===== config.mk =====
export PLATFORM = sky130hd
export DESIGN_NAME = mem_arbiter
export DESIGN_NICKNAME = d
export VERILOG_FILES = /design/src/rtl/mem_arbiter_pkg.sv /design/src/rtl/mem_arbiter.sv
export SDC_FILE = /design/constraint.sdc
export NUM_CORES = 1
export LEC_CHECK = 0
export ABC_AREA = 1
export CORE_AREA = 2 2 123 125
export CTS_CLUSTER_DIAMETER = 40
export DETAILED_ROUTE_END_ITERATION = 12
export DIE_AREA = 0 0 125 127
export PLACE_DENSITY = 0.79
export SYNTH_ARGS = -nofsm -noshare
export SYNTH_HDL_FRONTEND = slang
export SYNTH_SLANG_ARGS = --single-unit

===== constraint.sdc =====
create_clock -name clk -period 1.8 [get_ports clk]
set_input_delay 0.54 -clock clk [delete_from_list [all_inputs] [get_ports clk]]
set_output_delay 0.54 -clock clk [all_outputs]
set_load 0.05 [all_outputs]

===== src/rtl/mem_arbiter_pkg.sv =====
`default_nettype none
// ============================================================================
// Module   : mem_arbiter_pkg
// Purpose  : Shared definitions for the instruction-fetch / load-store memory
//            arbiter. It holds the memory access-mode encoding, the arbiter
//            FSM state encoding and the grant identifiers.
// Ports    : none (package)
// Revision : 1.0 - initial release
// ============================================================================
package mem_arbiter_pkg;

    // Memory access-mode encoding carried on ls_mode / mem_mode
    localparam logic [2:0] c_MODE_BYTE   = 3'b000;
    localparam logic [2:0] c_MODE_HALF   = 3'b001;
    localparam logic [2:0] c_MODE_WORD   = 3'b010;
    localparam logic [2:0] c_MODE_BYTE_U = 3'b011;
    localparam logic [2:0] c_MODE_HALF_U = 3'b100;
    localparam logic [2:0] c_MODE_NONE   = 3'b111;

    // Arbiter FSM states
    typedef enum logic [1:0] {
        ST_IDLE = 2'd0,
        ST_BUSY = 2'd1,
        ST_RESP = 2'd2
    } arb_state_t;

    // Grant identifiers, used both for the current grant and for last_grant
    localparam logic c_GRANT_LS = 1'b0;
    localparam logic c_GRANT_IF = 1'b1;

endpackage
`default_nettype wire


===== src/rtl/mem_arbiter.sv =====
`default_nettype none
// ============================================================================
// Module   : mem_arbiter
// Purpose  : Arbitrates one shared memory port between an instruction-fetch
//            requester and a load/store requester. Round-robin on ties, one
//            transaction at a time, with a watchdog that completes a stalled
//            access with an error after TIMEOUT cycles.
// Ports    : clk, rst                     - clock, synchronous active-high reset
//            if_req/if_addr               - fetch request (held until if_ack)
//            if_rdata/if_ack/if_err       - fetch response
//            ls_req/ls_we/ls_addr/
//            ls_wdata/ls_mode             - load/store request (held until ls_ack)
//            ls_rdata/ls_ack/ls_err       - load/store response
//            mem_req/mem_we/mem_addr/
//            mem_wdata/mem_mode           - registered shared memory request
//            mem_rdata/mem_ack            - memory response
// Revision : 1.0 - initial release
// ============================================================================
module mem_arbiter
    import mem_arbiter_pkg::*;
#(
    parameter int TIMEOUT = 64      // 2..255 BUSY cycles before giving up
) (
    input  logic        clk,
    input  logic        rst,
    input  logic        if_req,
    input  logic [31:0] if_addr,
    output logic [31:0] if_rdata,
    output logic        if_ack,
    output logic        if_err,
    input  logic        ls_req,
    input  logic        ls_we,
    input  logic [31:0] ls_addr,
    input  logic [31:0] ls_wdata,
    input  logic [2:0]  ls_mode,
    output logic [31:0] ls_rdata,
    output logic        ls_ack,
    output logic        ls_err,
    output logic        mem_req,
    output logic        mem_we,
    output logic [31:0] mem_addr,
    output logic [31:0] mem_wdata,
    output logic [2:0]  mem_mode,
    input  logic [31:0] mem_rdata,
    input  logic        mem_ack
);

    // Value of the BUSY counter during the last permitted BUSY cycle
    localparam logic [7:0] c_CNT_LAST = 8'(TIMEOUT - 1);

    arb_state_t  r_state;
    logic        r_last_grant;
    logic        r_grant;
    logic [7:0]  r_cnt;
    logic        r_timed_out;
    logic        r_mem_req;
    logic        r_mem_we;
    logic [31:0] r_mem_addr;
    logic [31:0] r_mem_wdata;
    logic [2:0]  r_mem_mode;
    logic [31:0] r_if_rdata;
    logic [31:0] r_ls_rdata;

    arb_state_t  w_state_next;
    logic        w_do_grant;
    logic        w_grant_if;
    logic        w_timeout;

    // ------------------------------------------------------------------
    // Next-state logic and arbitration
    // ------------------------------------------------------------------
    always_comb begin
        w_state_next = r_state;
        w_do_grant   = 1'b0;
        w_grant_if   = 1'b0;
        w_timeout    = 1'b0;
        case (r_state)
            ST_IDLE: begin
                if (if_req || ls_req) begin
                    w_do_grant   = 1'b1;
                    // On a tie the requester that was not served last wins
                    w_grant_if   = if_req && (!ls_req || (r_last_grant == c_GRANT_LS));
                    w_state_next = ST_BUSY;
                end
            end
            ST_BUSY: begin
                // mem_ack takes priority over an expiring watchdog
                if (mem_ack) begin
                    w_state_next = ST_RESP;
                end else if (r_cnt == c_CNT_LAST) begin
                    w_timeout    = 1'b1;
                    w_state_next = ST_RESP;
                end
            end
            ST_RESP: begin
                // Requests are ignored here so requesters can drop req
                w_state_next = ST_IDLE;
            end
            default: begin
                w_state_next = ST_IDLE;
            end
        endcase
    end

    // ------------------------------------------------------------------
    // State register, request registers, watchdog and read-data capture
    // ------------------------------------------------------------------
    always_ff @(posedge clk) begin
        if (rst) begin
            r_state      <= ST_IDLE;
            r_last_grant <= c_GRANT_IF;
            r_grant      <= c_GRANT_LS;
            r_cnt        <= 8'd0;
            r_timed_out  <= 1'b0;
            r_mem_req    <= 1'b0;
            r_mem_we     <= 1'b0;
            r_mem_addr   <= 32'd0;
            r_mem_wdata  <= 32'd0;
            r_mem_mode   <= c_MODE_NONE;
            r_if_rdata   <= 32'd0;
            r_ls_rdata   <= 32'd0;
        end else begin
            r_state   <= w_state_next;
            r_mem_req <= (w_state_next == ST_BUSY);

            if (w_do_grant) begin
                r_grant      <= w_grant_if;
                r_last_grant <= w_grant_if;
                r_cnt        <= 8'd0;
                r_timed_out  <= 1'b0;
                if (w_grant_if) begin
                    r_mem_we    <= 1'b0;
                    r_mem_addr  <= if_addr;
                    r_mem_wdata <= 32'd0;
                    r_mem_mode  <= c_MODE_WORD;
                end else begin
                    r_mem_we    <= ls_we;
                    r_mem_addr  <= ls_addr;
                    r_mem_wdata <= ls_wdata;
                    r_mem_mode  <= ls_mode;
                end
            end

            if (r_state == ST_BUSY) begin
                r_cnt <= r_cnt + 8'd1;
                if (mem_ack) begin
                    if (r_grant == c_GRANT_IF) begin
                        r_if_rdata <= mem_rdata;
                    end else if (!r_mem_we) begin
                        r_ls_rdata <= mem_rdata;
                    end
                end else if (w_timeout) begin
                    r_timed_out <= 1'b1;
                    // A timed-out write still leaves ls_rdata untouched
                    if (r_grant == c_GRANT_IF) begin
                        r_if_rdata <= 32'd0;
                    end else if (!r_mem_we) begin
                        r_ls_rdata <= 32'd0;
                    end
                end
            end
        end
    end

    // ------------------------------------------------------------------
    // Output decode: ack/err pulse only in RESP for the granted requester
    // ------------------------------------------------------------------
    always_comb begin
        if_ack = 1'b0;
        if_err = 1'b0;
        ls_ack = 1'b0;
        ls_err = 1'b0;
        if (r_state == ST_RESP) begin
            if (r_grant == c_GRANT_IF) begin
                if_ack = 1'b1;
                if_err = r_timed_out;
            end else begin
                ls_ack = 1'b1;
                ls_err = r_timed_out;
            end
        end
    end

    assign if_rdata  = r_if_rdata;
    assign ls_rdata  = r_ls_rdata;
    assign mem_req   = r_mem_req;
    assign mem_we    = r_mem_we;
    assign mem_addr  = r_mem_addr;
    assign mem_wdata = r_mem_wdata;
    assign mem_mode  = r_mem_mode;

endmodule
`default_nettype wire

==> results of run 1 <==
## what timing repair did
item | 4_1_cts | 5_1_grt
setup buffers | 0 | 1
resized for setup | 10 | 3
pin swaps | 1 | 1
setup endpoints to repair | 4 | 4
## tightest hold or removal path, cell delays in order
cell and delay (ps):
buf_2 170, a21oi_1 60, nand2_1 50
## metrics by stage
stage	util	setup WS [ps]	hold slack, ps
detailed placement	0.605	-213	446
global placement	0.605	-149	441
floorplan	-	40.6	429
global route	0.647	-42.9	462
CTS	0.646	-44.4	430
finish	0.647	-2.66	441
## worst paths after layout
kind,startpoint,endpoint,slack [ps],cells past startpoint
setup reg to reg,r_cnt[0],if_rdata[11],250,9
hold reg to reg,r_last_grant,r_last_grant,460,2
setup / recovery,r_grant,ls_err,-3,3
hold / removal,rst,mem_mode[1],440,3
## synth_stat cells, drive strengths merged
master / n / area share
nand4: 1 / 0.0011
inv: 78 / 0.050
o211ai: 32 / 0.041
buf: 25 / 0.022
or2: 1 / 0.0011
dfxtp: 146 / 0.50
nand2: 314 / 0.20
nor2: 13 / 0.0093
ha: 1 / 0.0022
nand3: 43 / 0.038
o21ai: 31 / 0.027
a22oi: 2 / 0.0026
a21oi: 82 / 0.071
nand3b: 2 / 0.0026
clkbuf: 27 / 0.017
a211oi: 3 / 0.0039
nor3: 4 / 0.0054
## layer usage
layer  global-route usage  up-vias  share of wire
li1                     -     3091              -
met1                0.248     2733           0.40
met2                0.387      237           0.49
met3               0.0846       25          0.086
met4               0.0686        0          0.018
met5                    0        -              0
## sequential cells by signal, summed over array words and instances, names as in the netlist
signal and cells:
ls_rdata 32, mem_we 1, r_grant 1, mem_wdata 32, mem_mode 3, r_cnt 8, r_timed_out 1, r_last_grant 1
r_state 2, mem_req 1, if_rdata 32, mem_addr 32
## cells by family after synthesis
family,share of synthesized area
buffers and inverters,0.0897
AO/OA/AOI/OAI,0.146
AND/OR/NAND/NOR,0.260
adder cells (fa/ha/maj),0.00215
flip-flops,0.503
## cell type report
type	instances	area, µm²
Tap cell	184	230
Sequential cell	146	2930
Fill cell	1272	5090
Multi-Input combinational cell	529	2410
Timing Repair Buffer	302	2910
Inverter	78	293
Clock buffer	18	429
Clock inverter	13	136
## power groups by stage
| stage | Combinational (µW) | Clock, µW | Sequential (µW) |
|---|---|---|---|
| 2_1_floorplan | 654 | 0 | 4390 |
| 3_3_place_gp | 2380 | 0 | 3670 |
| 3_5_place_dp | 2400 | 0 | 3670 |
| 4_1_cts | 2410 | 3460 | 3610 |
| 5_1_grt | 2550 | 3610 | 3640 |
| 6_report | 2400 | 3400 | 3610 |
==> results_tabular.tex, run 1 <==
\begin{tabular}{lr}
\hline
Metric & Value \\
\hline
\multicolumn{2}{l}{\textbf{Clock tree}} \\
\quad Number of buffers on the longest clock path & 2 \\
\quad TritonCTS clock tree & yes \\
\quad CTS root buf & clkbuf\_16 \\
\quad CTS H-tree depth & 4 \\
\quad Cts bufs inserted & 17 \\
\quad CTS clk-pin slew, worst paths & 60 ps \\
\quad Clock insertion delay at the later pin of the skew report & 420 ps \\
\quad Post-CTS Hold Fix Bufs & 0 \\
\quad Clock sink total & 146 \\
\multicolumn{2}{l}{\textbf{Yosys}} \\
\quad Count of state elements after synthesis & 146 \\
\quad Mapped Cells & 805 \\
\quad Register area share after synthesis & 0.503 \\
\quad Post-synth cell types & 24 \\
\quad Mean instance size in the synthesized netlist & 7.22 µm² \\
\quad Total nets after synthesis & 943 \\
\quad Count of synthesis-stage warnings from yosys & 0 \\
\quad Post-synthesis instance area & 5820 µm² \\
\multicolumn{2}{l}{\textbf{Critical path}} \\
\quad Crit path max fanout & 5 \\
\quad Crit-path leading delay family & flip-flops \\
\quad Sum of buffers and inverters on the critical path & 2 \\
\quad Kind of start point of the critical path & flip-flop \\
\quad Data arrival, critical path & 1260 ps \\
\quad Worst path cell trace & buf\_6 -> nor3\_4 -> buf\_12 \\
\quad Worst Path Class, Setup & reg -> out \\
\quad Max stage delay cell, worst path & dfxtp\_2 \\
\quad Required time at the endpoint of the critical path & around 1300 ps \\
\quad Maximum cell stage delay along the critical path & 330 ps \\
\quad Critical Path End Type & output port \\
\multicolumn{2}{l}{\textbf{Drt}} \\
\quad Post-detailed-route wirelength per cell & 14.1 µm \\
\quad Number of vias per cell & $\sim$4.8 \\
\quad Drt total wl & approximately 18,000 µm \\
\quad DRC violations left & 0 \\
\quad Antenna-violating nets left & 0 \\
\quad DR vias & 6,086 \\
\quad 1st-pass router iterations & 4 \\
\quad Number of DRC violations after detailed-routing iteration 0 & 343 \\
\multicolumn{2}{l}{\textbf{Floorplan}} \\
\quad Die Y-Extent & 127 µm \\
\quad Die Span X & 125 µm \\
\quad Effective utilization at floorplan & 0.403 \\
\quad Number of placement rows & 44 \\
\quad Full die area & 15,900 µm² \\
\quad Area inside the core boundary & 14,400 µm² \\
\quad Top-level I/O count & 274 \\
\multicolumn{2}{l}{\textbf{Final layout}} \\
\quad Number of standard cells in the layout, taps in and fillers out & 1,270 \\
\quad Number of nets in the layout & 1,212 \\
\quad Area added between synthesis and finish & 60.5\% \\
\quad Most common cell after layout, fill and taps aside & nand2\_1 \\
\quad Antenna Cells & 0 \\
\quad Ratio of cells with drive above 1 in the final layout & 0.202 \\
\quad Highest-count cells in the layout ignoring fill and taps & 313 x nand2\_1, 143 x dfxtp\_1, 141 x buf\_4 \\
\quad Non-Filler Cell Area, Final & 9340 µm² \\
\multicolumn{2}{l}{\textbf{Global route}} \\
\quad Maximum number of pins on one net before global-route repair & 75 \\
\quad Wire length of the first global-routing pass & $\sim$28,000 µm \\
\quad Total congestion overflow & 0 \\
\quad Initial antenna violation count & 0 \\
\quad Vias in the first global route & 5,792 \\
\quad Overall fraction of global-route tracks in use & 0.220 \\
\multicolumn{2}{l}{\textbf{Flow run}} \\
\quad Max-capacitance violation count & 0 \\
\multicolumn{2}{l}{\textbf{STA}} \\
\quad Relative slew margins & 0.780 \\
\quad Maximum operating frequency & 0.555 GHz \\
\quad Final Cycle Share & 1.00 \\
\quad Worst Clk Skew & 10.8 ps \\
\quad Number of failing setup endpoints in the final timing report & 1 \\
\quad Setup TNS Final & -2.66 ps \\
\quad Setup slack of the critical path after layout & -2.66 ps \\
\quad Fin crit period & 1800 ps \\
\quad Count of final max-slew check failures & 0 \\
\quad Least-Margin Pin Slew & 330 ps \\
\quad Total count of hold-check failures in the final report & 0 \\
\quad RSZ-0062 raised after global routing & yes \\
\multicolumn{2}{l}{\textbf{Min path}} \\
\quad Hold Crit Class & in -> reg \\
\multicolumn{2}{l}{\textbf{Power}} \\
\quad Power density cells & 1010 nW/µm² \\
\quad Share of total power in combinational logic & 0.255 \\
\quad Part of the power in the clock network & 0.361 \\
\quad Sw Pwr & 2990 µW \\
\quad IR drop worst, VDD & 0.655 mV \\
\quad Share of power burned in registers & 0.384 \\
\quad Internal power of the cells & 6420 µW \\
\quad Leakage dissipation & 0.00424 µW \\
\quad Switching share of power & 0.318 \\
\quad Overall power consumption & between 9000 and 10,000 µW \\
\multicolumn{2}{l}{\textbf{Status}} \\
\quad Violated checks & negative setup slack \\
\quad Status & complete, but fails checks \\
\multicolumn{2}{l}{\textbf{Placed design}} \\
\quad Detailed placer's ending HPWL & 12,900 µm \\
\quad Placed cell count & 1,238 \\
\quad Routability cong. & 0.820 \\
\quad Number of buffers added on ports & 273 \\
\quad Standard cell area after detailed placement & 8720 µm² \\
\hline
\end{tabular}
Note: power is estimated with default switching activity, not from simulation.
==> inputs of run 2 (changes only) <==
--- a/config.mk
+++ b/config.mk
@@ -7,9 +7,10 @@
 export LEC_CHECK = 0
 export ABC_AREA = 1
 export CORE_AREA = 2 2 123 125
-export CTS_CLUSTER_DIAMETER = 40
+export CTS_CLUSTER_DIAMETER = 200
 export DETAILED_ROUTE_END_ITERATION = 12
 export DIE_AREA = 0 0 125 127
+export HOLD_SLACK_MARGIN = 0.06
 export PLACE_DENSITY = 0.79
 export SYNTH_ARGS = -nofsm -noshare
 export SYNTH_HDL_FRONTEND = slang
==> results of run 2 <==
Final layout, timing and power as in run 1 (identical DEF).
